[src/rtl/mult_div_pkg.sv]
`default_nettype none
// ============================================================================
//  Module      : mult_div_pkg
//  Description : Shared types and sizing helpers for the mult_div unit.
//  Revision    : 1.0 - initial release
// ============================================================================
package mult_div_pkg;

    localparam int LARGURA_PADRAO = 32;

    typedef enum logic [1:0] {
        OCIOSO = 2'd0,
        MULT   = 2'd1,
        DIV    = 2'd2,
        FIM    = 2'd3
    } estado_t;

    function automatic int largura_cnt(input int largura);
        return $clog2(largura + 1);
    endfunction

endpackage
`default_nettype wire

[src/rtl/div_passo.sv]
`default_nettype none
// ============================================================================
//  Module      : div_passo
//  Description : One combinational restoring-division step on magnitudes.
//  Revision    : 1.0 - initial release
// ============================================================================
module div_passo #(
    parameter int LARGURA = 32
) (
    input  logic [LARGURA-1:0] resto,
    input  logic               bit_dividendo,
    input  logic [LARGURA-1:0] divisor,
    output logic [LARGURA-1:0] resto_prox,
    output logic               bit_quociente
);

    logic [LARGURA:0] w_desl;
    logic [LARGURA:0] w_tent;

    assign w_desl = {resto, bit_dividendo};

    // resto < divisor keeps the trial result within +/-2^LARGURA, so the top
    // bit of an LARGURA+1 wide difference is a faithful sign bit.
    assign w_tent = w_desl - {1'b0, divisor};

    assign bit_quociente = ~w_tent[LARGURA];
    assign resto_prox    = w_tent[LARGURA] ? w_desl[LARGURA-1:0] : w_tent[LARGURA-1:0];

endmodule
`default_nettype wire

[src/rtl/mult_div.sv]
`default_nettype none
// ============================================================================
//  Module      : mult_div
//  Description : Iterative signed Booth multiply / restoring divide into HI/LO.
//  Revision    : 1.0 - initial release
// ============================================================================
module mult_div
    import mult_div_pkg::*;
#(
    parameter int LARGURA = LARGURA_PADRAO
) (
    input  logic               clk,
    input  logic               reset_n,
    input  logic               iniciar_mult,
    input  logic               iniciar_div,
    input  logic [LARGURA-1:0] a,
    input  logic [LARGURA-1:0] b,
    output logic [LARGURA-1:0] hi,
    output logic [LARGURA-1:0] lo,
    output logic               ocupado,
    output logic               pronto,
    output logic               div_zero
);

    localparam int CW = largura_cnt(LARGURA);

    estado_t            r_estado;
    estado_t            w_prox;
    logic [CW-1:0]      r_cnt;
    logic [LARGURA:0]   r_acc;
    logic [LARGURA-1:0] r_q;
    logic               r_q1;
    logic [LARGURA-1:0] r_m;
    logic [LARGURA-1:0] r_resto;
    logic               r_neg_q;
    logic               r_neg_r;
    logic [LARGURA-1:0] r_hi;
    logic [LARGURA-1:0] r_lo;
    logic               r_div_zero;

    logic               w_aceita_mult;
    logic               w_aceita_div;
    logic               w_rejeita;
    logic               w_ultimo;
    logic [LARGURA:0]   w_m_ext;
    logic [LARGURA:0]   w_soma;
    logic [LARGURA:0]   w_acc_prox;
    logic [LARGURA-1:0] w_q_mult;
    logic [LARGURA-1:0] w_mag_a;
    logic [LARGURA-1:0] w_mag_b;
    logic [LARGURA-1:0] w_resto_prox;
    logic               w_bit_q;
    logic [LARGURA-1:0] w_quo;
    logic [LARGURA-1:0] w_quo_final;
    logic [LARGURA-1:0] w_resto_final;

    assign w_aceita_mult = (r_estado == OCIOSO) && iniciar_mult;
    assign w_aceita_div  = (r_estado == OCIOSO) && !iniciar_mult && iniciar_div && (b != '0);
    assign w_rejeita     = (r_estado == OCIOSO) && !iniciar_mult && iniciar_div && (b == '0);
    assign w_ultimo      = (r_cnt == CW'(LARGURA - 1));

    // Booth step: the 33-bit accumulator absorbs -(-2^31) without overflow.
    assign w_m_ext = {r_m[LARGURA-1], r_m};

    always_comb begin
        w_soma = r_acc;
        case ({r_q[0], r_q1})
            2'b01:   w_soma = r_acc + w_m_ext;
            2'b10:   w_soma = r_acc - w_m_ext;
            default: w_soma = r_acc;
        endcase
    end

    assign w_acc_prox = {w_soma[LARGURA], w_soma[LARGURA:1]};
    assign w_q_mult   = {w_soma[0], r_q[LARGURA-1:1]};

    assign w_mag_a = a[LARGURA-1] ? -a : a;
    assign w_mag_b = b[LARGURA-1] ? -b : b;

    div_passo #(
        .LARGURA (LARGURA)
    ) u_div_passo (
        .resto         (r_resto),
        .bit_dividendo (r_q[LARGURA-1]),
        .divisor       (r_m),
        .resto_prox    (w_resto_prox),
        .bit_quociente (w_bit_q)
    );

    assign w_quo         = {r_q[LARGURA-2:0], w_bit_q};
    assign w_quo_final   = r_neg_q ? -w_quo : w_quo;
    assign w_resto_final = r_neg_r ? -w_resto_prox : w_resto_prox;

    always_ff @(posedge clk or negedge reset_n) begin
        if (!reset_n) begin
            r_estado <= OCIOSO;
        end else begin
            r_estado <= w_prox;
        end
    end

    always_comb begin
        w_prox = r_estado;
        case (r_estado)
            OCIOSO: begin
                if (w_aceita_mult)     w_prox = MULT;
                else if (w_aceita_div) w_prox = DIV;
            end
            MULT:    if (w_ultimo) w_prox = FIM;
            DIV:     if (w_ultimo) w_prox = FIM;
            FIM:     w_prox = OCIOSO;
            default: w_prox = OCIOSO;
        endcase
    end

    always_ff @(posedge clk or negedge reset_n) begin
        if (!reset_n) begin
            r_cnt      <= '0;
            r_acc      <= '0;
            r_q        <= '0;
            r_q1       <= 1'b0;
            r_m        <= '0;
            r_resto    <= '0;
            r_neg_q    <= 1'b0;
            r_neg_r    <= 1'b0;
            r_hi       <= '0;
            r_lo       <= '0;
            r_div_zero <= 1'b0;
        end else begin
            r_div_zero <= w_rejeita;
            case (r_estado)
                OCIOSO: begin
                    if (w_aceita_mult) begin
                        r_acc <= '0;
                        r_q   <= a;
                        r_q1  <= 1'b0;
                        r_m   <= b;
                        r_cnt <= '0;
                    end else if (w_aceita_div) begin
                        r_resto <= '0;
                        r_q     <= w_mag_a;
                        r_m     <= w_mag_b;
                        r_neg_q <= a[LARGURA-1] ^ b[LARGURA-1];
                        r_neg_r <= a[LARGURA-1];
                        r_cnt   <= '0;
                    end
                end
                MULT: begin
                    r_acc <= w_acc_prox;
                    r_q   <= w_q_mult;
                    r_q1  <= r_q[0];
                    r_cnt <= r_cnt + CW'(1);
                    if (w_ultimo) begin
                        r_hi <= w_acc_prox[LARGURA-1:0];
                        r_lo <= w_q_mult;
                    end
                end
                DIV: begin
                    r_resto <= w_resto_prox;
                    r_q     <= w_quo;
                    r_cnt   <= r_cnt + CW'(1);
                    if (w_ultimo) begin
                        r_hi <= w_resto_final;
                        r_lo <= w_quo_final;
                    end
                end
                default: ;
            endcase
        end
    end

    assign hi       = r_hi;
    assign lo       = r_lo;
    assign ocupado  = (r_estado != OCIOSO);
    assign pronto   = (r_estado == FIM);
    assign div_zero = r_div_zero;

endmodule
`default_nettype wire

[config.mk]
export PLATFORM = sky130hd
export DESIGN_NAME = mult_div
export DESIGN_NICKNAME = d
export VERILOG_FILES = /design/src/rtl/mult_div_pkg.sv /design/src/rtl/div_passo.sv /design/src/rtl/mult_div.sv
export SDC_FILE = /design/constraint.sdc
export NUM_CORES = 1
export LEC_CHECK = 0
export ABC_AREA = 1
export BUFFER_PORTS_ARGS = -buffer_cell sky130_fd_sc_hd__buf_2
export CAP_MARGIN = 10
export CELL_PAD_IN_SITES_DETAIL_PLACEMENT = 1
export CELL_PAD_IN_SITES_GLOBAL_PLACEMENT = 1
export CORE_UTILIZATION = 35
export CTS_CLUSTER_SIZE = 12
export DETAILED_ROUTE_END_ITERATION = 8
export HOLD_SLACK_MARGIN = 0.02
export PLACE_DENSITY = 0.64
export SYNTH_ARGS = -nofsm -noshare
export SYNTH_HDL_FRONTEND = slang
export SYNTH_SLANG_ARGS = --single-unit
export TNS_END_PERCENT = 10
[constraint.sdc]
create_clock -name clk -period 9.5 [get_ports clk]
set_input_delay 0.475 -clock clk [delete_from_list [all_inputs] [get_ports clk]]
set_output_delay 0.475 -clock clk [all_outputs]
set_load 0.01 [all_outputs]
# == After elaboration in Yosys (flattened, before gate mapping) ==
# Index checks and enable logic that the tools add are counted.
# totals
register_bits,205
in_bits,68
output_inout_bits,67
wordCells,92
# op_classes
addsub,8
n_eq_ne,13
n_mux,31
n_bitwise,3
n_reduce_logical,25
# ops
operator,n
32-bit two-way mux,15
32-bit case mux with 2 select lines,3
33-bit case mux with 2 select lines,2
32-bit negation,4
32-bit case mux with 3 select lines,1
33-bit adder,1
33-bit two-way mux,1
33-bit by 32-bit subtractor with 33-bit output,1
33-bit subtractor,1
32-bit logical NOT,1
32-bit nonzero test,1
6-bit two-way mux,2
6-bit case mux with 2 select lines,1
2-bit nonzero test,6
2-bit inequality test (second input constant),5
2-bit AND reduction,5
3-bit AND reduction,3
6-bit by 1-bit adder with 6-bit output (second input constant),1
2-bit equality test (second input constant),3
6-bit by 5-bit equality test with 1-bit output (second input constant),1
2-bit two-way mux,3
2-bit case mux with 3 select lines,1
1-bit logical AND,5
2-bit by 1-bit equality test with 1-bit output (second input constant),2
10 further kinds,11

# == Logic depth before layout (Yosys ltp) ==
# Gate-level depths: netlist of run 1.
# logic_depth
ltp_word,7
mapped_depth,29

# == By module ==
# From an unflattened synthesis of run 1, not the netlist that was laid out.
# hier_totals
hier_cells,3128
hier_area_um2,19069.5
# by_module_without_submodules
mod,instances,cells_each,area_each_um2
mult_div,1,2448,15919.0
div_passo,1,680,3150.5

# == Worst setup path before layout of run 1 ==
# OpenSTA, ideal clock, no wires.
# synth_path
kind,register to register
startpoint,reg r_m[1]
endpoint,"reg r_hi[31], in the netlist hi[31]"
arrival_time_ns,3.880
required_ns,9.384
slack_ns,5.504
path_stages_with_launch,28
path_buffers,0
cell_sequence,dfrtp_1 nor3_1 nand3_1 nor2_1 nand2_1 nor3_1 nand2_1 o21ai_1 o21ai_0 or2_1 o21bai_1 a21oi_1 o21ai_1 xor2_1 ha_1 a21oi_1 nor2_1 o21ai_0 nand2_1 a21oi_1 nand2_1 or2_2 nand4_1 nand2_1 o21ai_0 inv_1 nand2_1 nand2_1
# synth_between
elab_chain_cells,6
word_cells_on_any_way,10
classes_between,4 x add/sub; 6 x mux
# synth_rtl
element,line,text
from (decl),mult_div.sv:33,logic [LARGURA-1:0] r_m;
from (signal assigned),mult_div.sv:142,r_m <= w_mag_b;
33-bit by 32-bit subtractor with 33-bit output,div_passo.sv:24,"assign w_tent = w_desl - {1'b0, divisor};"
32-bit two-way mux,div_passo.sv:27,assign resto_prox = w_tent[LARGURA] ? w_desl[LARGURA-1:0] : w_tent[LARGURA-1:0];
32-bit negation,mult_div.sv:92,assign w_resto_final = r_neg_r ? -w_resto_prox : w_resto_prox;
32-bit two-way mux,mult_div.sv:92,
32-bit two-way mux,mult_div.sv:162,if (w_ultimo) begin
32-bit case mux with 2 select lines *,mult_div.sv:131,case (r_estado)
to (signal assigned),mult_div.sv:154,r_hi <= w_acc_prox[LARGURA-1:0];
to (signal assigned),mult_div.sv:163,r_hi <= w_resto_final;
to (decl),mult_div.sv:37,logic [LARGURA-1:0] r_hi;
# Every way passes the cells marked *; elsewhere a longest branch is shown, timed or not. The select of a mux whose other input is x is not followed.
# A chain may end at the register's enable or synchronous reset.

# == Final worst setup path of run 1 ==
# layout_path
startpoint,reg r_q[31]
endpoint,"reg r_lo[30], in the netlist lo[30]"
# layout_between
elab_chain_cells,6
word_cells_on_any_way,7
classes_between,2 x add/sub; 4 x mux; 1 x bitwise
# layout_rtl
element,line,text
from (decl),mult_div.sv:31,logic [LARGURA-1:0] r_q;
from (signal assigned),mult_div.sv:141,r_q <= w_mag_a;
from (signal assigned),mult_div.sv:150,r_q <= w_q_mult;
from (signal assigned),mult_div.sv:160,r_q <= w_quo;
33-bit by 32-bit subtractor with 33-bit output,div_passo.sv:24,
1-bit inverter,div_passo.sv:26,assign bit_quociente = ~w_tent[LARGURA];
32-bit negation,mult_div.sv:91,assign w_quo_final = r_neg_q ? -w_quo : w_quo;
32-bit two-way mux,mult_div.sv:91,
32-bit two-way mux,mult_div.sv:162,
32-bit case mux with 2 select lines *,mult_div.sv:131,
to (signal assigned),mult_div.sv:155,r_lo <= w_q_mult;
to (signal assigned),mult_div.sv:164,r_lo <= w_quo_final;
to (decl),mult_div.sv:38,logic [LARGURA-1:0] r_lo;
# Marked as above.

==> results of run 1 <==
## cells in the mapped netlist (all sizes together)
master and instances:
nor2 263, nand2 894, or2 19, nand3 171
o311ai 3, a21boi 4, o21ai 247, inv 363
a2bb2oi 2, dfrtp 204, clkinv 1, nand4 25
and3 1, nor3b 2, o21a 3, xor2 86
clkbuf 62, xnor2 23, mux2 2, o211a 1
ha 75, a311oi 1, fa 2, a31oi 32
o21bai 7, and2 9, a22o 6, mux2i 1
a21o 13, nor4 16, nand3b 5, a32o 1
o22ai 20, o31ai 11, o221ai 4, buf 26
or4 1, nor3 31, a21oi 144, o211ai 31
## final cells by class
type | count | area share, %
Inverter | 364 | 6.757
Clock buffer | 35 | 3.589
Clock inverter | 12 | 0.8849
Tap cell | 672 | 4.158
Sequential cell | 204 | 25.25
Timing Repair Buffer | 155 | 4.146
Multi-Input combinational cell | 2156 | 55.22
## per-stage QoR
stage	hold slack, ps	power, mW	setup slack (ps)	cell area, sq um	cells
after floorplan	179.4	5.157	5504	18000	2812
after global placement	457.0	6.883	4607	19320	3551
after detailed placement	459.6	7.007	4415	19320	3551
after CTS	29.77	8.138	4393	20220	3598
after global routing	58.82	8.811	3780	20220	3598
final	-7.751	8.139	4330	20220	3598
## final timing paths
| check | end | slack, ps | depth (start not counted) |
|---|---|---|---|
| setup reg to reg | lo[30]$_DFFE_PN0P_ | 4330 | 27 |
| min in group clk | div_zero$_DFF_PN0_ | 130 | 3 |
| hold / removal | r_m[11]$_DFFE_PN0P_ | -8 | 1 |
| setup / recovery | lo[30]$_DFFE_PN0P_ | 4330 | 27 |
| max in group asynchronous | r_acc[17]$_DFFE_PN0P_ | 8210 | 2 |
| hold reg to reg | hi[11]$_DFFE_PN0P_ | 480 | 2 |
## flip-flops by register name, indices dropped and copies added (netlist names)
register	flops
lo	32
r_cnt	6
r_acc	32
r_estado	2
r_resto	32
r_neg_r	1
hi	32
r_q	32
r_q1	1
r_m	32
r_neg_q	1
div_zero	1
## report_power, final
part           internal, mW  switching, mW
Clock                 0.646          0.432
Sequential             1.18          0.336
Combinational          1.67           3.88
Total                  3.49           4.65
## cells by family (layout without fill, tap and decap cells)
family / Yosys count / in the layout / share of synthesized area (%)
AOI/OAI and AO/OA: 530 / 530 / 16.65
muxes: 3 / 3 / 0.1807
adders and majority gates: 77 / 77 / 5.435
xor gates and xnor gates: 109 / 109 / 5.303
and+or+nand+nor: 1437 / 1437 / 34.26
buffers and inverters: 452 / 566 / 9.813
DFF: 204 / 204 / 28.36
## layer usage
metal	up-vias	routed length (um)
met4	0	3600
li1	9309	-
met1	9273	32170
met2	408	34680
met5	-	0
met3	129	2433
==> summary.md, run 1 <==
| Metric | Value |
|---|---|
| Status | `finished with violations` |
| Violated checks | `negative hold slack` |
| Avg Cell Area, Syn | `~6.4 sq um` |
| GRT Resource Usage Total | `27.60%` |
| Leakage | `10.81 nW` |
| CTS Buffer Depth | `3` |
| First-pass GRT wire length | `113700 um` |
| Clk slew on worst S/H paths | `~60 ps` |
| Critical path arrival | `about 5700 ps` |
| Clock tree from TritonCTS | `done` |
| Total negative slack | `0 ps` |
| CTS H-tree depth | `1` |
| Ports | `~140` |
| Register bit total from synthesis | `between 200 and 250` |
| Max FO, Critical Path | `33` |
| Skew final | `43.62 ps` |
| Worst slew margin | `29.64%` |
| Die width | `228.8 um` |
| DRC Markers | `0` |
| Worst vdd ir | `268.7 uV` |
| Critical Path RT | `about 10000 ps` |
| RSZ-0062 raised after global routing | `false` |
| Routing usage on met2 | `a little under half` |
| Largest net degree at the start of global routing | `around 120` |
| WP buf/inv | `3` |
| Ys Warns | `0` |
| Postcts setup bufs | `0` |
| Worst reg2reg path startpoint | `r_q[31]$_DFFE_PN0P_` |
| CP delay by family, top | `simple AND/OR/NAND/NOR gates` |
| Post-CTS Resized | `0` |
| Top cell by count, worst path | `nand2_2` |
| Routed len/inst | `20.26 um` |
| Die Ht | `~230 um` |
| Fraction of layout cells with a size suffix above 1 | `between 10% and 20%` |
| Initial Utilization | `35.67%` |
| Most frequent cells in the layout | `849 x nand2_1, 355 x inv_1, 245 x nor2_1` |
| CP startpoint kind | `register` |
| Number of global-route vias before repair | `around 20000` |
| Syn_nets | `between 2000 and 3000` |
| Clk root buf | `clkbuf_16` |
| GR Util met3 | `under 10%` |
| Minimum clock period after layout | `between 5000 and 6000 ps` |
| Gr ovfl total | `0` |
| IO buf count | `134` |
| Slowest Stage Delay on Critical Path | `around 430 ps` |
| Placer congestion estimate | `roughly 0.92` |
| CTS Buf Count | `27` |
| Clock Latency Late Sink | `590 ps` |
| Multi-input logic area | `approximately 11000 sq um` |
| # fillers | `roughly 6700` |
| Mapped Area | `18000 sq um` |
| Core area | `50480 sq um` |
| PD cells | `~400 nW/um^2` |
| Cell count after synthesis | `around 2800` |
| Crit path launch | `r_q[31]$_DFFE_PN0P_` |
| Hold WS | `-7.751 ps` |
| Fin. Hold Viols | `4` |
| Max-cap violations | `0` |
| Initial antenna violation count | `0` |
| M1 GR Usage | `a little over a third` |
| Crit share post-route | `a little over half` |
| Final HPWL DP | `57700 um` |
| Worst Tran Pin Value | `1054 ps` |
| Cell Rows | `slightly above 80` |
| Unique masters post-synth | `61` |
| Clock Sinks | `approximately 200` |
| Layout area overhead | `12.31%` |
| Sequential share of the synthesized area | `28.35%` |
| Die area | `52350 sq um` |
| Pins Over Slew Limit | `0` |
| Starting DRT DRC Count | `roughly 1000` |
| # hold bufs at CTS | `0` |
| Layout net count | `about 3100` |
| Highest Clock Rate | `193.4 MHz` |
| Vias per cell | `around 5.3` |
| Vias | `between 15000 and 20000` |
| Area share of the largest cell type after synthesis | `around 28%` |
| ANT nets after route | `0` |
| GR peak layer | `met2` |
| Antenna diodes | `0` |
| Commonest non-fill, non-tap cell in the layout | `nand2_1` |
| Tightest Hold Check Type | `primary input to asynchronous set/reset pin` |
| Reg area | `approximately 5000 sq um` |
| Final core occ | `between 40% and 50%` |
| Final setup violation count | `0` |
| Synth area leaders | `dfrtp_1 28%, nand2_1 18%, inv_1 7.4%` |
| First-pass iteration count of the detailed router | `5` |
| Crit path max-delay cell type | `fa_1` |
| Worst Setup End Kind | `register` |
| Area leader, netlist | `dfrtp_1` |
| Critical path class | `register to register` |
| Final wirelength | `roughly 73000 um` |
Note: power is estimated with default switching activity, not from simulation.
==> run 2: changes to the inputs <==
--- a/config.mk
+++ b/config.mk
@@ -14,7 +14,7 @@
 export CTS_CLUSTER_SIZE = 12
 export DETAILED_ROUTE_END_ITERATION = 8
 export HOLD_SLACK_MARGIN = 0.02
-export PLACE_DENSITY = 0.64
+export PLACE_DENSITY = 0.67
 export SYNTH_ARGS = -nofsm -noshare
 export SYNTH_HDL_FRONTEND = slang
 export SYNTH_SLANG_ARGS = --single-unit
==> constraint.sdc (replaced) <==
create_clock -name clk -period 4.7 [get_ports clk]
set_input_delay 0.235 -clock clk [delete_from_list [all_inputs] [get_ports clk]]
set_output_delay 0.235 -clock clk [all_outputs]
set_load 0.01 [all_outputs]
==> summary.md, run 2 (synthesized netlist as in run 1, its figures left out) <==
| Metric | Value |
|---|---|
| Clk slew on worst S/H paths | `around 60 ps` |
| Number of global-route vias before repair | `20190` |
| Max-cap violations | `0` |
| Top cell by count, worst path | `nand2_1` |
| Crit share post-route | `between 90% and 100%` |
| CTS Buffer Depth | `3` |
| CTS Buf Count | `27` |
| Highest Clock Rate | `approximately 230 MHz` |
| Critical Path RT | `between 5000 and 6000 ps` |
| Worst vdd ir | `around 530 uV` |
| Routed len/inst | `between 20 and 25 um` |
| Gr ovfl total | `0` |
| ANT nets after route | `0` |
| Clock Latency Late Sink | `580 ps` |
| # fillers | `between 6000 and 7000` |
| Worst Tran Pin Value | `1042 ps` |
| Layout area overhead | `16.49%` |
| First-pass iteration count of the detailed router | `5` |
| Core area | `just over 50000 sq um` |
| Clock tree from TritonCTS | `done` |
| Final core occ | `around two fifths` |
| CTS H-tree depth | `1` |
| Vias | `between 15000 and 20000` |
| Most frequent cells in the layout | `847 x nand2_1, 351 x inv_1, 243 x nor2_1` |
| Skew final | `13.78 ps` |
| Crit path max-delay cell type | `dfrtp_1` |
| Ports | `135` |
| Total negative slack | `0 ps` |
| Cell Rows | `slightly above 80` |
| Final HPWL DP | `about 60000 um` |
| Largest net degree at the start of global routing | `approximately 90` |
| Vias per cell | `approximately 5.3` |
| IO buf count | `between 100 and 150` |
| Initial antenna violation count | `0` |
| CP startpoint kind | `register` |
| Crit path launch | `r_m[21]$_DFFE_PN0P_` |
| First-pass GRT wire length | `116800 um` |
| Worst slew margin | `between 30 and 40%` |
| RSZ-0062 raised after global routing | `true` |
| Fraction of layout cells with a size suffix above 1 | `a little over an eighth` |
| Layout net count | `around 3100` |
| Minimum clock period after layout | `around 4400 ps` |
| Max FO, Critical Path | `5` |
| Commonest non-fill, non-tap cell in the layout | `nand2_1` |
| PD cells | `around 800 nW/um^2` |
| Worst Setup End Kind | `register` |
| Initial Utilization | `35.67%` |
| Final wirelength | `approximately 75000 um` |
| Critical path arrival | `between 4000 and 5000 ps` |
| Slowest Stage Delay on Critical Path | `410 ps` |
| Leakage | `~11 nW` |
| Critical hold path startpoint | `b[25]` |
| GRT Resource Usage Total | `28.53%` |
| Final setup violation count | `0` |
| Hold WS | `about 50 ps` |
| Antenna diodes | `0` |
| Status | `completed` |
| Clk root buf | `clkbuf_16` |
| Clock Sinks | `approximately 200` |
| DRC Markers | `0` |
| Placer congestion estimate | `0.9925` |
| Tightest Hold Check Type | `primary input to register` |
| Pins Over Slew Limit | `0` |
| Starting DRT DRC Count | `roughly 1100` |
| Die width | `228.8 um` |
| Die Ht | `between 200 and 250 um` |
| Fin. Hold Viols | `0` |
| Die area | `around 52000 sq um` |
| Worst reg2reg path startpoint | `r_m[21]$_DFFE_PN0P_` |
| Critical path class | `register to register` |
run 2: changes by cell type in the layout (fill, tap and decap cells not counted), moves of 4 or more:
cell / before / now
a21oi_2: 3 / 7
o21ai_1: 11 / 17
buf_4: 21 / 79
nor3_1: 26 / 18
inv_2: 7 / 11
o21ai_0: 233 / 224
nor3_2: 4 / 10
a21oi_1: 140 / 136
dlygate4sd3_1: 0 / 21
inv_1: 355 / 351
run 2: critical path, delay by kind of cell (launching register included):
| kind | cells | cell delay, ps |
|---|---|---|
| simple gates | 15 | 1940 |
| compound gates | 4 | 720 |
| buf+inv | 4 | 690 |
| fa+ha+maj | 2 | 570 |
| flops | 1 | 410 |
run 2: report_power, final:
part	total (mW)	switching, mW	internal, mW
combinational	11.6	7.97	3.66
sequential	3.02	0.633	2.39
clock	2.09	0.891	1.20
run 2: layout make-up:
type | instances | area (sq um) | share of cell area (%)
multi-input cells | 2156 | 11300 | 53.87
clock inverters | 12 | 131.4 | 0.6265
flip-flops and latches | 204 | 5105 | 24.34
clock buffers | 35 | 725.7 | 3.460
repair buffers | 235 | 1504 | 7.171
well taps | 672 | 840.8 | 4.009
inverters | 364 | 1366 | 6.515
run 2: metal layers:
| layer | GRT usage [%] | wire length [um] |
|---|---|---|
| met4 | 11.19 | 3280 |
| met1 | 36.29 | 33020 |
| met3 | 2.720 | 2865 |
| met2 | 49.58 | 35650 |
| met5 | 0 | 0 |
run 2: through the flow:
stage	setup WS [ps]	cell area, sq um	instances	power, mW
6_report	278.0	20970	3678	16.74
5_1_grt	-22.38	20970	3678	18.22
3_3_place_gp	12.25	19730	3605	14.16
3_5_place_dp	-24.73	19730	3605	14.38
2_1_floorplan	703.9	18000	2812	10.42
4_1_cts	14.05	20810	3673	16.58
run 2: what timing repair did:
action	in CTS	in global routing
gates resized for setup	4	41
hold buffers	21	0
setup endpoints to repair	3	21
pin swaps	0	14
endpoints found under the hold margin	91	0
setup buffers	0	4
run 2: worst paths after layout:
kind | endpoint | slack, ps | depth (start not counted)
setup / recovery | lo[30]$_DFFE_PN0P_ | 280 | 25
hold / removal | r_m[25]$_DFFE_PN0P_ | 50 | 3
setup reg to reg | lo[30]$_DFFE_PN0P_ | 280 | 25
hold reg to reg | hi[6]$_DFFE_PN0P_ | 470 | 2
max in group asynchronous | r_estado[1]$_DFFE_PN0P_ | 3210 | 3
min in group asynchronous | r_m[11]$_DFFE_PN0P_ | 230 | 2
==> run 3: changes to the inputs <==
--- a/config.mk
+++ b/config.mk
@@ -14,7 +14,7 @@
 export CTS_CLUSTER_SIZE = 12
 export DETAILED_ROUTE_END_ITERATION = 8
 export HOLD_SLACK_MARGIN = 0.02
-export PLACE_DENSITY = 0.67
+export PLACE_DENSITY = 0.64
 export SYNTH_ARGS = -nofsm -noshare
 export SYNTH_HDL_FRONTEND = slang
 export SYNTH_SLANG_ARGS = --single-unit
==> constraint.sdc (replaced) <==
create_clock -name clk -period 4.73 [get_ports clk]
set_input_delay 0.2365 -clock clk [delete_from_list [all_inputs] [get_ports clk]]
set_output_delay 0.2365 -clock clk [all_outputs]
set_load 0.01 [all_outputs]
==> summary.md, run 3 (synthesized netlist as in run 1, its figures left out) <==
| Metric | Value |
|---|---|
| CP startpoint kind | `register` |
| Most frequent cells in the layout | `848 x nand2_1, 352 x inv_1, 243 x nor2_1` |
| Final wirelength | `around 76000 um` |
| Layout net count | `about 3100` |
| Final HPWL DP | `approximately 61000 um` |
| Critical Path RT | `~5200 ps` |
| Largest net degree at the start of global routing | `91` |
| Die area | `52350 sq um` |
| Worst vdd ir | `462.7 uV` |
| Final setup violation count | `0` |
| Starting DRT DRC Count | `between 1000 and 1500` |
| Crit share post-route | `roughly 94%` |
| Placer congestion estimate | `between 0.9 and 1` |
| Post-layout power | `16.79 mW` |
| Worst slew margin | `28.64%` |
| Clock tree from TritonCTS | `done` |
| ANT nets after route | `0` |
| Max-cap violations | `0` |
| Worst Setup End Kind | `register` |
| Ports | `around 140` |
| CP delay by family, top | `simple AND/OR/NAND/NOR gates` |
| DRC Markers | `0` |
| Layout area overhead | `16.42%` |
| Fin area | `between 20000 and 25000 sq um` |
| Core area | `between 50000 and 60000 sq um` |
| Clock Sinks | `204` |
| Antenna diodes | `0` |
| Critical path arrival | `roughly 4900 ps` |
| Crit path max-delay cell type | `dfrtp_1` |
| Commonest non-fill, non-tap cell in the layout | `nand2_1` |
| Cell Rows | `82` |
| Pins Over Slew Limit | `0` |
| Clk slew on worst S/H paths | `around 60 ps` |
| Status | `completed` |
| CTS Buf Count | `27` |
| Clk root buf | `clkbuf_16` |
| CTS Buffer Depth | `3` |
| Hold WS | `a little over 50 ps` |
| IO buf count | `134` |
| Die width | `between 200 and 250 um` |
| Vias per cell | `between 5 and 6` |
| # fillers | `6690` |
| Critical path class | `register to register` |
| Fraction of layout cells with a size suffix above 1 | `approximately an eighth` |
| Die Ht | `between 200 and 250 um` |
| Post-DP Area | `about 20000 sq um` |
| First-pass GRT wire length | `around 120000 um` |
| Leakage | `11.16 nW` |
| GRT Resource Usage Total | `just under 30%` |
| Routed len/inst | `between 20 and 25 um` |
| WP buf/inv | `3` |
| Vias | `a little under 20000` |
| Fin. Hold Viols | `0` |
| CTS H-tree depth | `1` |
| Clock Latency Late Sink | `just under 600 ps` |
| PD cells | `800.9 nW/um^2` |
| Tightest Hold Check Type | `primary input to register` |
| Highest Clock Rate | `about 220 MHz` |
| Top cell by count, worst path | `nand2_1` |
| Gr ovfl total | `0` |
| Skew final | `around 19 ps` |
| Initial Utilization | `between 30% and 40%` |
| Slowest Stage Delay on Critical Path | `slightly above 400 ps` |
| Max FO, Critical Path | `32` |
| Initial antenna violation count | `0` |
| RSZ-0062 raised after global routing | `true` |
| Minimum clock period after layout | `4453 ps` |
| Worst Tran Pin Value | `around 1100 ps` |
| Number of global-route vias before repair | `20190` |
| First-pass iteration count of the detailed router | `5` |
-- run 3: cell types whose count changed in the layout (fill, tap and decap cells not counted), sizes merged --
| cell | before | now |
|---|---|---|
| buf | 214 | 206 |
| clkbuf | 35 | 41 |
| clkinv | 10 | 7 |
| clkinvlp | 1 | 0 |
| dlygate4sd3 | 21 | 22 |
-- run 3: report_power, final --
group          switching (mW)  internal [mW]
combinational            8.01           3.62
sequential              0.667           2.37
clock                   0.859           1.26
total                    9.54           7.25
-- run 3: tightest hold or removal path: stages --
cell and delay [ps]:
buf_2 110, xnor2_1 160, a21oi_1 80
-- run 3: layer usage --
metal	global-route usage, %	part of all wire [%]	vias to the layer above
met5	0	0	-
met1	36.91	45	9457
met4	8.917	3.4	0
met3	2.395	2.8	120
met2	51.33	49	383
li1	-	-	9435
-- run 3: final timing paths --
kind	start	endpoint	slack, ps	cells after the start
worst max-delay path	r_m[0]$_DFFE_PN0P_	hi[10]$_DFFE_PN0P_	280	26
worst min-delay path	b[15]	r_m[15]$_DFFE_PN0P_	50	3
worst max register to register	r_m[0]$_DFFE_PN0P_	hi[10]$_DFFE_PN0P_	280	26
worst min register to register	hi[27]$_DFFE_PN0P_	hi[27]$_DFFE_PN0P_	470	2
max in group asynchronous	reset_n	r_acc[12]$_DFFE_PN0P_	3150	3
min in group asynchronous	reset_n	r_resto[24]$_DFFE_PN0P_	230	2
-- run 3: cell type report --
cell class              count  area (sq um)  share of cell area, %
clock buffers              41         788.3                  3.761
clock inverters             8         108.9                 0.5193
inverters                 364          1366                  6.519
multi-input cells        2156         11310                  53.96
flip-flops and latches    204          5105                  24.36
well taps                 672         840.8                  4.011
repair buffers            228          1441                  6.877
-- run 3: timing repair --
action,in CTS,in global routing
resized for setup,4,40
hold endpoints to repair,99,0
hold buffers,22,0
setup buffers,0,4
endpoints found under the setup margin,4,25
pin swaps,0,14
-- run 3: metrics by stage --
step | setup slack (ps) | TNS, ps | instances | util, %
2_1_floorplan | 733.9 | 0 | 2812 | -
3_3_place_gp | 18.54 | 0 | 3598 | 38.96
3_5_place_dp | -66.62 | -91.38 | 3598 | 38.96
4_1_cts | 27.56 | 0 | 3669 | 41.20
5_1_grt | -128.6 | -196.5 | 3673 | 41.52
6_report | 277.3 | 0 | 3673 | 41.52
